--- config.mk ---
export PLATFORM = sky130hd
export DESIGN_NAME = muldiv_unit
export DESIGN_NICKNAME = d
export VERILOG_FILES = /design/src/rtl/muldiv_unit.sv
export SDC_FILE = /design/constraint.sdc
export NUM_CORES = 1
export LEC_CHECK = 0
export BUFFER_PORTS_ARGS = -buffer_cell sky130_fd_sc_hd__buf_2
export CAP_MARGIN = 20
export CORE_ASPECT_RATIO = 1.5
export CORE_MARGIN = 2
export CORE_UTILIZATION = 35
export DETAILED_ROUTE_END_ITERATION = 10
export PLACE_DENSITY_LB_ADDON = 0.12
export SLEW_MARGIN = 20
export SYNTH_ARGS = -nofsm -noshare
export SYNTH_HDL_FRONTEND = slang
export SYNTH_SLANG_ARGS = --single-unit
--- constraint.sdc ---
create_clock -name clk -period 5.1 [get_ports clk]
set_input_delay 1.275 -clock clk [delete_from_list [all_inputs] [get_ports clk]]
set_output_delay 1.275 -clock clk [all_outputs]
set_load 0.005 [all_outputs]
--- src/rtl/muldiv_unit.sv ---
// Iterative MUL/DIV unit: one iteration per clock, done pulses WIDTH+1 cycles after the accept edge.
// No handshake: stall holds the core through the accept cycle and RUN; start is ignored while busy.
module muldiv_unit #(
    parameter int WIDTH = 32
) (
    input  logic             clk,
    input  logic             reset,
    input  logic             start,
    input  logic [3:0]       ALUControl,
    input  logic [WIDTH-1:0] a,
    input  logic [WIDTH-1:0] b,
    output logic             stall,
    output logic             busy,
    output logic             done,
    output logic [WIDTH-1:0] result
);
    localparam int CW = $clog2(WIDTH);
    localparam logic [WIDTH-1:0] MOST_NEG = {1'b1, {(WIDTH-1){1'b0}}};

    typedef enum logic [1:0] {S_IDLE, S_RUN, S_DONE} state_t;

    state_t             state_q, state_d;
    logic [CW-1:0]      count_q, count_d;
    logic               is_div_q, is_div_d;
    logic               neg_q, neg_d;
    logic               dz_q, dz_d;
    logic               ovf_q, ovf_d;
    logic [WIDTH-1:0]   opnd_q, opnd_d;
    logic [2*WIDTH-1:0] acc_q, acc_d;
    logic [WIDTH-1:0]   result_q, result_d;

    logic               op_mul, op_div, accept;
    logic [WIDTH-1:0]   abs_a, abs_b;
    logic [WIDTH:0]     mul_sum, rem_sh;
    logic [WIDTH-1:0]   rem_sub;
    logic [2*WIDTH-1:0] mul_next, div_next, step_next;
    logic [WIDTH-1:0]   raw_res, final_res;

    always_comb begin
        op_mul = (ALUControl == 4'b1000);
        op_div = (ALUControl == 4'b1001);
        accept = (state_q == S_IDLE) && start && (op_mul || op_div);
        abs_a  = a[WIDTH-1] ? -a : a;
        abs_b  = b[WIDTH-1] ? -b : b;

        // MUL: acc = {partial product, remaining multiplier bits}, shifted right each step.
        mul_sum  = {1'b0, acc_q[2*WIDTH-1:WIDTH]} + {1'b0, opnd_q};
        mul_next = acc_q[0] ? {mul_sum, acc_q[WIDTH-1:1]} : {1'b0, acc_q[2*WIDTH-1:1]};

        // DIV: acc = {remainder, dividend/quotient}, shifted left each step.
        rem_sh   = acc_q[2*WIDTH-1:WIDTH-1];
        rem_sub  = rem_sh[WIDTH-1:0] - opnd_q;
        div_next = (rem_sh >= {1'b0, opnd_q}) ? {rem_sub, acc_q[WIDTH-2:0], 1'b1}
                                              : {rem_sh[WIDTH-1:0], acc_q[WIDTH-2:0], 1'b0};

        step_next = is_div_q ? div_next : mul_next;
        raw_res   = neg_q ? -step_next[WIDTH-1:0] : step_next[WIDTH-1:0];
        if (dz_q)
            final_res = '1;
        else if (ovf_q)
            final_res = MOST_NEG;
        else
            final_res = raw_res;
    end

    always_comb begin
        state_d  = state_q;
        count_d  = count_q;
        is_div_d = is_div_q;
        neg_d    = neg_q;
        dz_d     = dz_q;
        ovf_d    = ovf_q;
        opnd_d   = opnd_q;
        acc_d    = acc_q;
        result_d = result_q;
        case (state_q)
            S_IDLE: begin
                if (accept) begin
                    state_d  = S_RUN;
                    count_d  = '0;
                    is_div_d = op_div;
                    neg_d    = a[WIDTH-1] ^ b[WIDTH-1];
                    dz_d     = op_div && (b == '0);
                    ovf_d    = op_div && (a == MOST_NEG) && (b == '1);
                    opnd_d   = op_div ? abs_b : abs_a;
                    acc_d    = {{WIDTH{1'b0}}, (op_div ? abs_a : abs_b)};
                end
            end
            S_RUN: begin
                acc_d   = step_next;
                count_d = count_q + CW'(1);
                if (count_q == CW'(WIDTH-1)) begin
                    state_d  = S_DONE;
                    result_d = final_res;
                end
            end
            S_DONE:  state_d = S_IDLE;
            default: state_d = S_IDLE;
        endcase
    end

    always_ff @(posedge clk or posedge reset) begin
        if (reset) begin
            state_q  <= S_IDLE;
            count_q  <= '0;
            is_div_q <= 1'b0;
            neg_q    <= 1'b0;
            dz_q     <= 1'b0;
            ovf_q    <= 1'b0;
            opnd_q   <= '0;
            acc_q    <= '0;
            result_q <= '0;
        end else begin
            state_q  <= state_d;
            count_q  <= count_d;
            is_div_q <= is_div_d;
            neg_q    <= neg_d;
            dz_q     <= dz_d;
            ovf_q    <= ovf_d;
            opnd_q   <= opnd_d;
            acc_q    <= acc_d;
            result_q <= result_d;
        end
    end

    assign stall  = accept || (state_q == S_RUN);
    assign busy   = (state_q != S_IDLE);
    assign done   = (state_q == S_DONE);
    assign result = result_q;
endmodule

# After elaboration in Yosys (flattened, before gate mapping)
# Index checks and enable logic that the tools add are counted.
totals:
  ff_bits: 139
  in_bits: 71
  word_cells: 58
classes:
  addsub: 6
  order_cmp: 1
  n_eq_ne: 9
  n_mux: 17
  n_bitwise: 1
  n_reduce_logical: 15
op_table:
  columns: ["operator", "n"]
  rows:
  - ["$mux 64", 4]
  - ["$mux 32", 7]
  - ["$pmux 64 s2", 1]
  - ["$neg 32->32", 3]
  - ["$eq 32x32->1 const B", 2]
  - ["$add 32x32->33", 1]
  - ["$ge 33x32->1", 1]
  - ["$logic_not 32->1", 1]
  - ["$sub 32x32->32", 1]
  - ["$pmux 5 s2", 1]
  - ["$eq 4x4->1 const B", 2]
  - ["$reduce_and 2->1", 4]
  - ["$add 5x1->5 const B", 1]
  - ["$eq 5x5->1 const B", 1]
  - ["$logic_and 1x1->1", 5]
  - ["$mux 5", 1]
  - ["$mux 2", 2]
  - ["$ne 2x2->1 const B", 2]
  - ["$pmux 2 s2", 1]
  - ["$reduce_bool 2->1", 2]
  - ["$eq 2x1->1 const B", 1]
  - ["$eq 2x2->1 const B", 1]
  - ["$logic_not 2->1", 1]
  - ["$logic_or 1x1->1", 2]
  - ["$xor 1x1->1", 1]

# Depth between registers and ports, before layout
# Gate-level depths: netlist (run 1).
depth:
  word_depth: 7
  mapped_depth: 15

# Least setup slack after synthesis (run 1)
# No wires, ideal clock.
synth_timing:
  kind: "input-to-reg"
  from: "input b[11]"
  to: "register acc_q[28]"
  arrival_time_ns: 3.819
  slack_ns: 1.155
  cell_stages: 9
  path_buffers: 0
  cell_sequence: "or4_4 > or4_1 > or2_4 > or4_4 > nand2b_4 > o31a_1 > xnor2_2 > a211oi_1 > a221o_1"
synth_between:
  elab_chain_len: 5
synth_lines:
  columns: ["item", "line", "rtl"]
  rows:
  - ["start: declaration", "11", "input logic [WIDTH-1:0] b,"]
  - ["$neg 32->32", "44", "abs_b = b[WIDTH-1] ? -b : b;"]
  - ["$mux 32", "44", null]
  - ["$mux 32", "86", "acc_d = {{WIDTH{1'b0}}, (op_div ? abs_a : abs_b)};"]
  - ["$mux 64", "78", "if (accept) begin"]
  - ["$pmux 64 s2", "76", "case (state_q)"]
  - ["end signal: assignment", "111", "acc_q <= '0;"]
  - ["end signal: assignment", "121", "acc_q <= acc_d;"]
  - ["end: declaration", "29", "logic [2*WIDTH-1:0] acc_q, acc_d;"]
# No other way between the ends. The select of a mux whose other input is x is not followed.
# A chain may end at the register's enable or synchronous reset.

# Final worst setup path (run 1)
layout_timing:
  from: "register acc_q[32]"
  to: "register acc_q[63]"
layout_between:
  elab_chain_len: 4
  word_cells_on_any_way: 7
  cone_classes: "add/sub (2); order compare (1); mux (4)"
layout_lines:
  columns: ["item", "line", "rtl"]
  rows:
  - ["$add 32x32->33 (tied with other cells)", "47", "mul_sum = {1'b0, acc_q[2*WIDTH-1:WIDTH]} + {1'b0, opnd_q};"]
  - ["$mux 64 (on tied branches)", "48, 53", null]
  - ["$mux 64 *", "56", "step_next = is_div_q ? div_next : mul_next;"]
  - ["$pmux 64 s2 *", "76", null]
# Every way passes the cells marked *; elsewhere a longest branch is shown, timed or not.

==> results of run 1 <==
==> where the power goes <==
part	internal [mW]	switching, mW	leakage (nW)
logic	2.98	4.38	4.04
clock network	0.767	0.557	0.273
registers	1.59	0.615	1.65
total	5.34	5.56	5.97
==> path summary, 6_finish.rpt <==
path	from	end	slack, ps	cells past startpoint
max reg2reg	acc_q[32]$_DFFE_PP0P_	acc_q[63]$_DFFE_PP0P_	1040	12
min in group asynchronous	reset	result[3]$_DFFE_PP0P_	890	2
min	result[2]$_DFFE_PP0P_	result[2]$_DFFE_PP0P_	490	2
max	acc_q[32]$_DFFE_PP0P_	acc_q[63]$_DFFE_PP0P_	1040	12
max in group asynchronous	reset	opnd_q[19]$_DFFE_PP0P_	3300	3
min reg2reg	result[2]$_DFFE_PP0P_	result[2]$_DFFE_PP0P_	490	2
==> layer usage <==
layer / share of wire / vias up / GRT usage
li1: - / 5975 / -
met1: 0.40 / 6142 / 0.2826
met2: 0.53 / 302 / 0.4736
met3: 0.031 / 87 / 0.03112
met4: 0.032 / 4 / 0.1015
met5: 0.00057 / - / 0
==> cells in the final DEF, fill, tap and decap left out, types with 43 or more instances in the layout <==
master,synthesis,layout
dfrtp_1,139,138
ha_1,69,69
xnor2_1,86,86
o21ai_0,173,173
buf_2,5,105
mux2i_1,44,44
nand2_1,179,179
nor2_1,118,117
inv_1,63,62
xor2_1,55,55
nand3_1,43,43
a21oi_1,155,155
==> worst max-delay path: stages (launching register included) <==
cell and delay [ps]:
dfrtp_1 470, ha_1 260, fa_1 430, a21o_1 200, a221oi_1 460, a21oi_1 280
o21ai_0 460, a41o_1 310, o221ai_1 130, a21o_1 250, a221o_1 360, a211oi_1 220
o21ai_0 100
==> sequential cells by signal, indices dropped and copies added, names as in the netlist <==
name / flops
acc_q: 64
result: 32
ovf_q: 1
neg_q: 1
state_q: 2
is_div_q: 1
count_q: 5
opnd_q: 32
dz_q: 1
==> cells by family (layout without fill, tap and decap cells) <==
kind of cell	count (synthesis)	in the layout	synth area share
AND/OR/NAND/NOR	473	473	0.1735
AO/OA/AOI/OAI	573	573	0.2900
XOR/XNOR	142	142	0.09954
multiplexers	50	50	0.04041
flip-flops	139	139	0.2767
adder cells (fa/ha/maj)	71	71	0.07187
buffers and inverters	159	231	0.04798
==> per-stage QoR <==
stage | instances | power (mW) | hold slack [ps]
finish | 2157 | 10.90 | 492.6
global route | 2157 | 11.84 | 514.9
CTS | 2157 | 10.92 | 492.1
detailed placement | 2125 | 9.532 | 467.6
global placement | 2125 | 9.520 | 471.9
floorplan | 1607 | 7.413 | 462.8
==> area by class of cell <==
type                            count  area, um^2
Tap cell                          478       598.1
Sequential cell                   139        3482
Fill cell                        3721       21430
Multi-Input combinational cell   1309        8503
Timing Repair Buffer              132       753.2
Inverter                           67       256.5
Clock inverter                     15       175.2
Clock buffer                       17       425.4
==> results.toml, run 1 <==
[status]
outcome = "finished, final reports clean"

[layout]
drive_gt1_frac = 0.1173
fin_util = 0.3984
final_area_um2 = 14190
synthToLayoutAreaGrowth_pct = 12.92
n_antenna_cell = 0
final_nets = 1808

[placement]
post-place-ws_ps = 791.2
dp_hpwl_um = 35790
routabilityCongestion = 0.8860
port_buffers = 105
placedInstanceArea_um2 = 13590

[timing]
tns_ps = 0
fin_worst_skew_ps = 13.62
setup_ws_ps = 1036
slew_headroom = 0.4158
period_minus_slack_ps = 4064
final_max_slew_viol_count = 0
fmax_mhz = 246.1
rsz0062_at_grt = "false"
fin_crit_sh = 0.7968
hold_viol_final = 0
tightest_slew_ps = 851.9
setup_violations = 0

[clocking]
h-tree-depth = 4
path_clk_slew_ps = 60
post_cts_resize_count = 0
clock-sinks = 139
cts_root_buf = "clkbuf_16"
cts_buffers = 17
clock_latency_ps = 450
post-cts-setup-buffers = 0
cts_max_path_buffers = 2
cts_tree = "yes"
cts_hold_buf = 0

[setup_path]
worstPathArrival_ps = 4390
critPathMaxFanout = 6
critical_path.endpoint_type = "flip-flop"
required_ps = 5430
critPathKind = "flip-flop to flip-flop"
cp-start-kind = "flip-flop"

[power_and_ir_drop]
power_density_nw_per_um2 = 767.8
ir_drop_mv = 0.3059
p_leak_nw = 5.966

[die]
ios = 106
die_y_um = 236.1
die_area_um2 = 37480
core_area_um2 = 35630
initial_core_util = 0.3528
row_count = 85
die_w_um = 158.7

[grt]
grt_pass1_wl_um = 73570
grt_max_degree = 84
grt_antenna_before_repair = 2
gr-usage-all-layers = 0.2506
grt-ovfl-total = 0
first_global_vias = 12600

[logic_synthesis]
ys_async_sr_fraction = 1.000
synthFlopType = "dfrtp_1"
synth_seq_cells = 139
syn_area_um2 = 12570
yosys_warnings = 0
yosys-top-cells-area = "dfrtp_1 (28%), o21ai_0 (6.9%), ha_1 (6.9%), a21oi_1 (6.2%), xnor2_1 (6.0%)"
synth_top_cell_area_share = 0.2767
synth_edf_count = 0
ys_seq_area_frac = 0.2767
yosysTopAreaCell = "dfrtp_1"
yosys-top-cells-count = "nand2_1 (179), o21ai_0 (173), a21oi_1 (155)"
synth_cells = 1607
syn_avg_cell_area_um2 = 7.822
synth_nets = 1749
synth_cell_type_count = 76
synth_most_common_cell = "nand2_1"

[drt]
drt_iter0_markers = 698
post_drt_wl_per_cell_um = 21.91
wirelength_um = 47270
via_count = 12510
drc = 0
drtPass1Iterations = 7
antenna_left = 0
drt-vias-per-instance = 5.800

[run]
maxCapViolations = 0

[worst_hold_path]
hold_class = "flip-flop to flip-flop"
No activity file was read; power rests on OpenSTA's default activity.
==> run 2: changes to the inputs <==
clock period = 3.93 ns   (was 5.1 ns; I/O delays follow)
==> results.toml, run 2 (synthesis gave the netlist of run 1 again) <==
[layout]
synthToLayoutAreaGrowth_pct = 18.50
fin_util = 0.4181
layout.cells.non_filler = 2242
nFillCells = 3652
multiInputGateArea_um2 = 8508
final_nets = 1894
final_area_um2 = 14900
seqCellArea_um2 = 3482
layout_common_cells = "nand2_1 (179), o21ai_0 (173), a21oi_1 (155)"
n_antenna_cell = 0
final_common_cell = "nand2_1"
largest_register_ffs = 64
max_flop_register = "acc_q"
drive_gt1_frac = 0.1593

[timing]
tns_ps = 0
fin_worst_skew_ps = 11.22
tightest_slew_ps = 920.6
fin_crit_sh = 0.9512
hold_viol_final = 0
rsz0062_at_grt = "false"
period_minus_slack_ps = 3738
final_max_slew_viol_count = 0
slew_headroom = 0.3840
fmax_mhz = 267.5
setup_violations = 0

[grt]
gr-usage-all-layers = 0.2493
grt_antenna_before_repair = 0
grt-ovfl-total = 0
grt_max_degree = 84
grt_pass1_wl_um = 73220
first_global_vias = 12670

[setup_path]
crit_family = "compound AO/OA/AOI/OAI gates"
r2r-end = "acc_q[53]$_DFFE_PP0P_"
critPathBufInv = 2
cpMaxStageDelayCell = "a2111oi_0"
ff2ff_path_depth = 14
slowest_delay_ps = 460
critical_path.endpoint_type = "flip-flop"
required_ps = 4260
critPathKind = "flip-flop to flip-flop"
timing.rr.start = "acc_q[32]$_DFFE_PP0P_"
reg2reg_slack_ps = 190
worstPathCellList = "ha_1 > fa_1 > a21o_1 > a221oi_1 > buf_4 > a21o_1 > a21oi_1 > a2111oi_0 > buf_4 > o21bai_1 > a21oi_1 > o21ai_0 > mux2i_1 > o31a_1"
critPathMaxFanout = 6
cp-start-kind = "flip-flop"
worstPathArrival_ps = 4070

[drt]
wirelength_um = 46760
drc = 0
drtPass1Iterations = 7
post_drt_wl_per_cell_um = 20.86
via_count = 12630
drt_iter0_markers = 901
drt-vias-per-instance = 5.632
antenna_left = 0

[status]
outcome = "finished, final reports clean"

[clocking]
cts_tree = "yes"
clock-sinks = 139
cts_hold_buf = 0
path_clk_slew_ps = 60
cts_root_buf = "clkbuf_16"
post_cts_resize_count = 0
clock_latency_ps = 450
cts_max_path_buffers = 2
cts_buffers = 17
post-cts-setup-buffers = 0
h-tree-depth = 4

[placement]
port_buffers = 105
placedInstanceArea_um2 = 14290
dp_cells = 2211
routabilityCongestion = 0.8882
dp_hpwl_um = 35850

[worst_hold_path]
whs_endpoint = "result[0]$_DFFE_PP0P_"
hold_class = "flip-flop to flip-flop"
min_path_cells = 2
hold_start = "result[0]$_DFFE_PP0P_"

[die]
core_area_um2 = 35630
initial_core_util = 0.3528
die_w_um = 158.7
row_count = 85
die_y_um = 236.1
die_area_um2 = 37480
ios = 106

[power_and_ir_drop]
ir_drop_mv = 0.4360
p_leak_nw = 6.398
power_density_nw_per_um2 = 999.6

[run]
maxCapViolations = 0
run 2: power by group:
group	total (mW)	switching [mW]	internal (mW)	leakage, nW
Sequential	2.69	0.622	2.07	1.65
Combinational	10.5	5.99	4.49	4.46
Clock	1.72	0.694	1.03	0.281
Total	14.9	7.30	7.59	6.40
run 2: worst register-to-register path: stages, from the launching register on:
cell and delay (ps):
dfrtp_1 440, ha_1 260, fa_1 420, a21o_1 190, a221oi_1 370, buf_4 190, a21o_1 130, a21oi_1 90
a2111oi_0 460, buf_4 200, o21bai_1 90, a21oi_1 200, o21ai_0 160, mux2i_1 150, o31a_1 270
run 2: metal layers:
metal | vias up | global-route usage | routed length [um]
met5 | - | 0 | 0
met3 | 84 | 0.02989 | 1531
li1 | 6169 | - | -
met1 | 6044 | 0.2875 | 19160
met4 | 0 | 0.1026 | 1690
met2 | 329 | 0.4634 | 24370
run 2: cell type report:
| class | instances | area share |
|---|---|---|
| multi-input combinational | 1309 | 0.5712 |
| sequential | 139 | 0.2338 |
| timing repair buffer | 218 | 0.09727 |
| tap | 478 | 0.04015 |
| clock buffer | 21 | 0.03091 |
| inverter | 67 | 0.01714 |
| clock inverter | 10 | 0.009576 |
run 2: metrics by stage:
step	hold slack (ps)	setup WS [ps]	power (mW)
finish	480.9	191.7	14.89
global route	521.5	11.13	16.15
CTS	483.2	144.2	14.90
detailed placement	463.0	0.6581	13.08
global placement	455.4	-4.338	13.07
floorplan	462.8	277.8	9.620
run 2: worst max path at each step:
stage,start,to,slack (ps),cells past startpoint
finish,acc_q[32]$_DFFE_PP0P_,acc_q[53]$_DFFE_PP0P_,190,14
global route,opnd_q[15]$_DFFE_PP0P_,result[30]$_DFFE_PP0P_,10,15
CTS,opnd_q[15]$_DFFE_PP0P_,result[31]$_DFFE_PP0P_,140,15
detailed placement,b[11],acc_q[25]$_DFFE_PP0P_,0.7,10
global placement,b[11],acc_q[25]$_DFFE_PP0P_,-4,10
floorplan,b[11],acc_q[28]$_DFFE_PP0P_,280,9
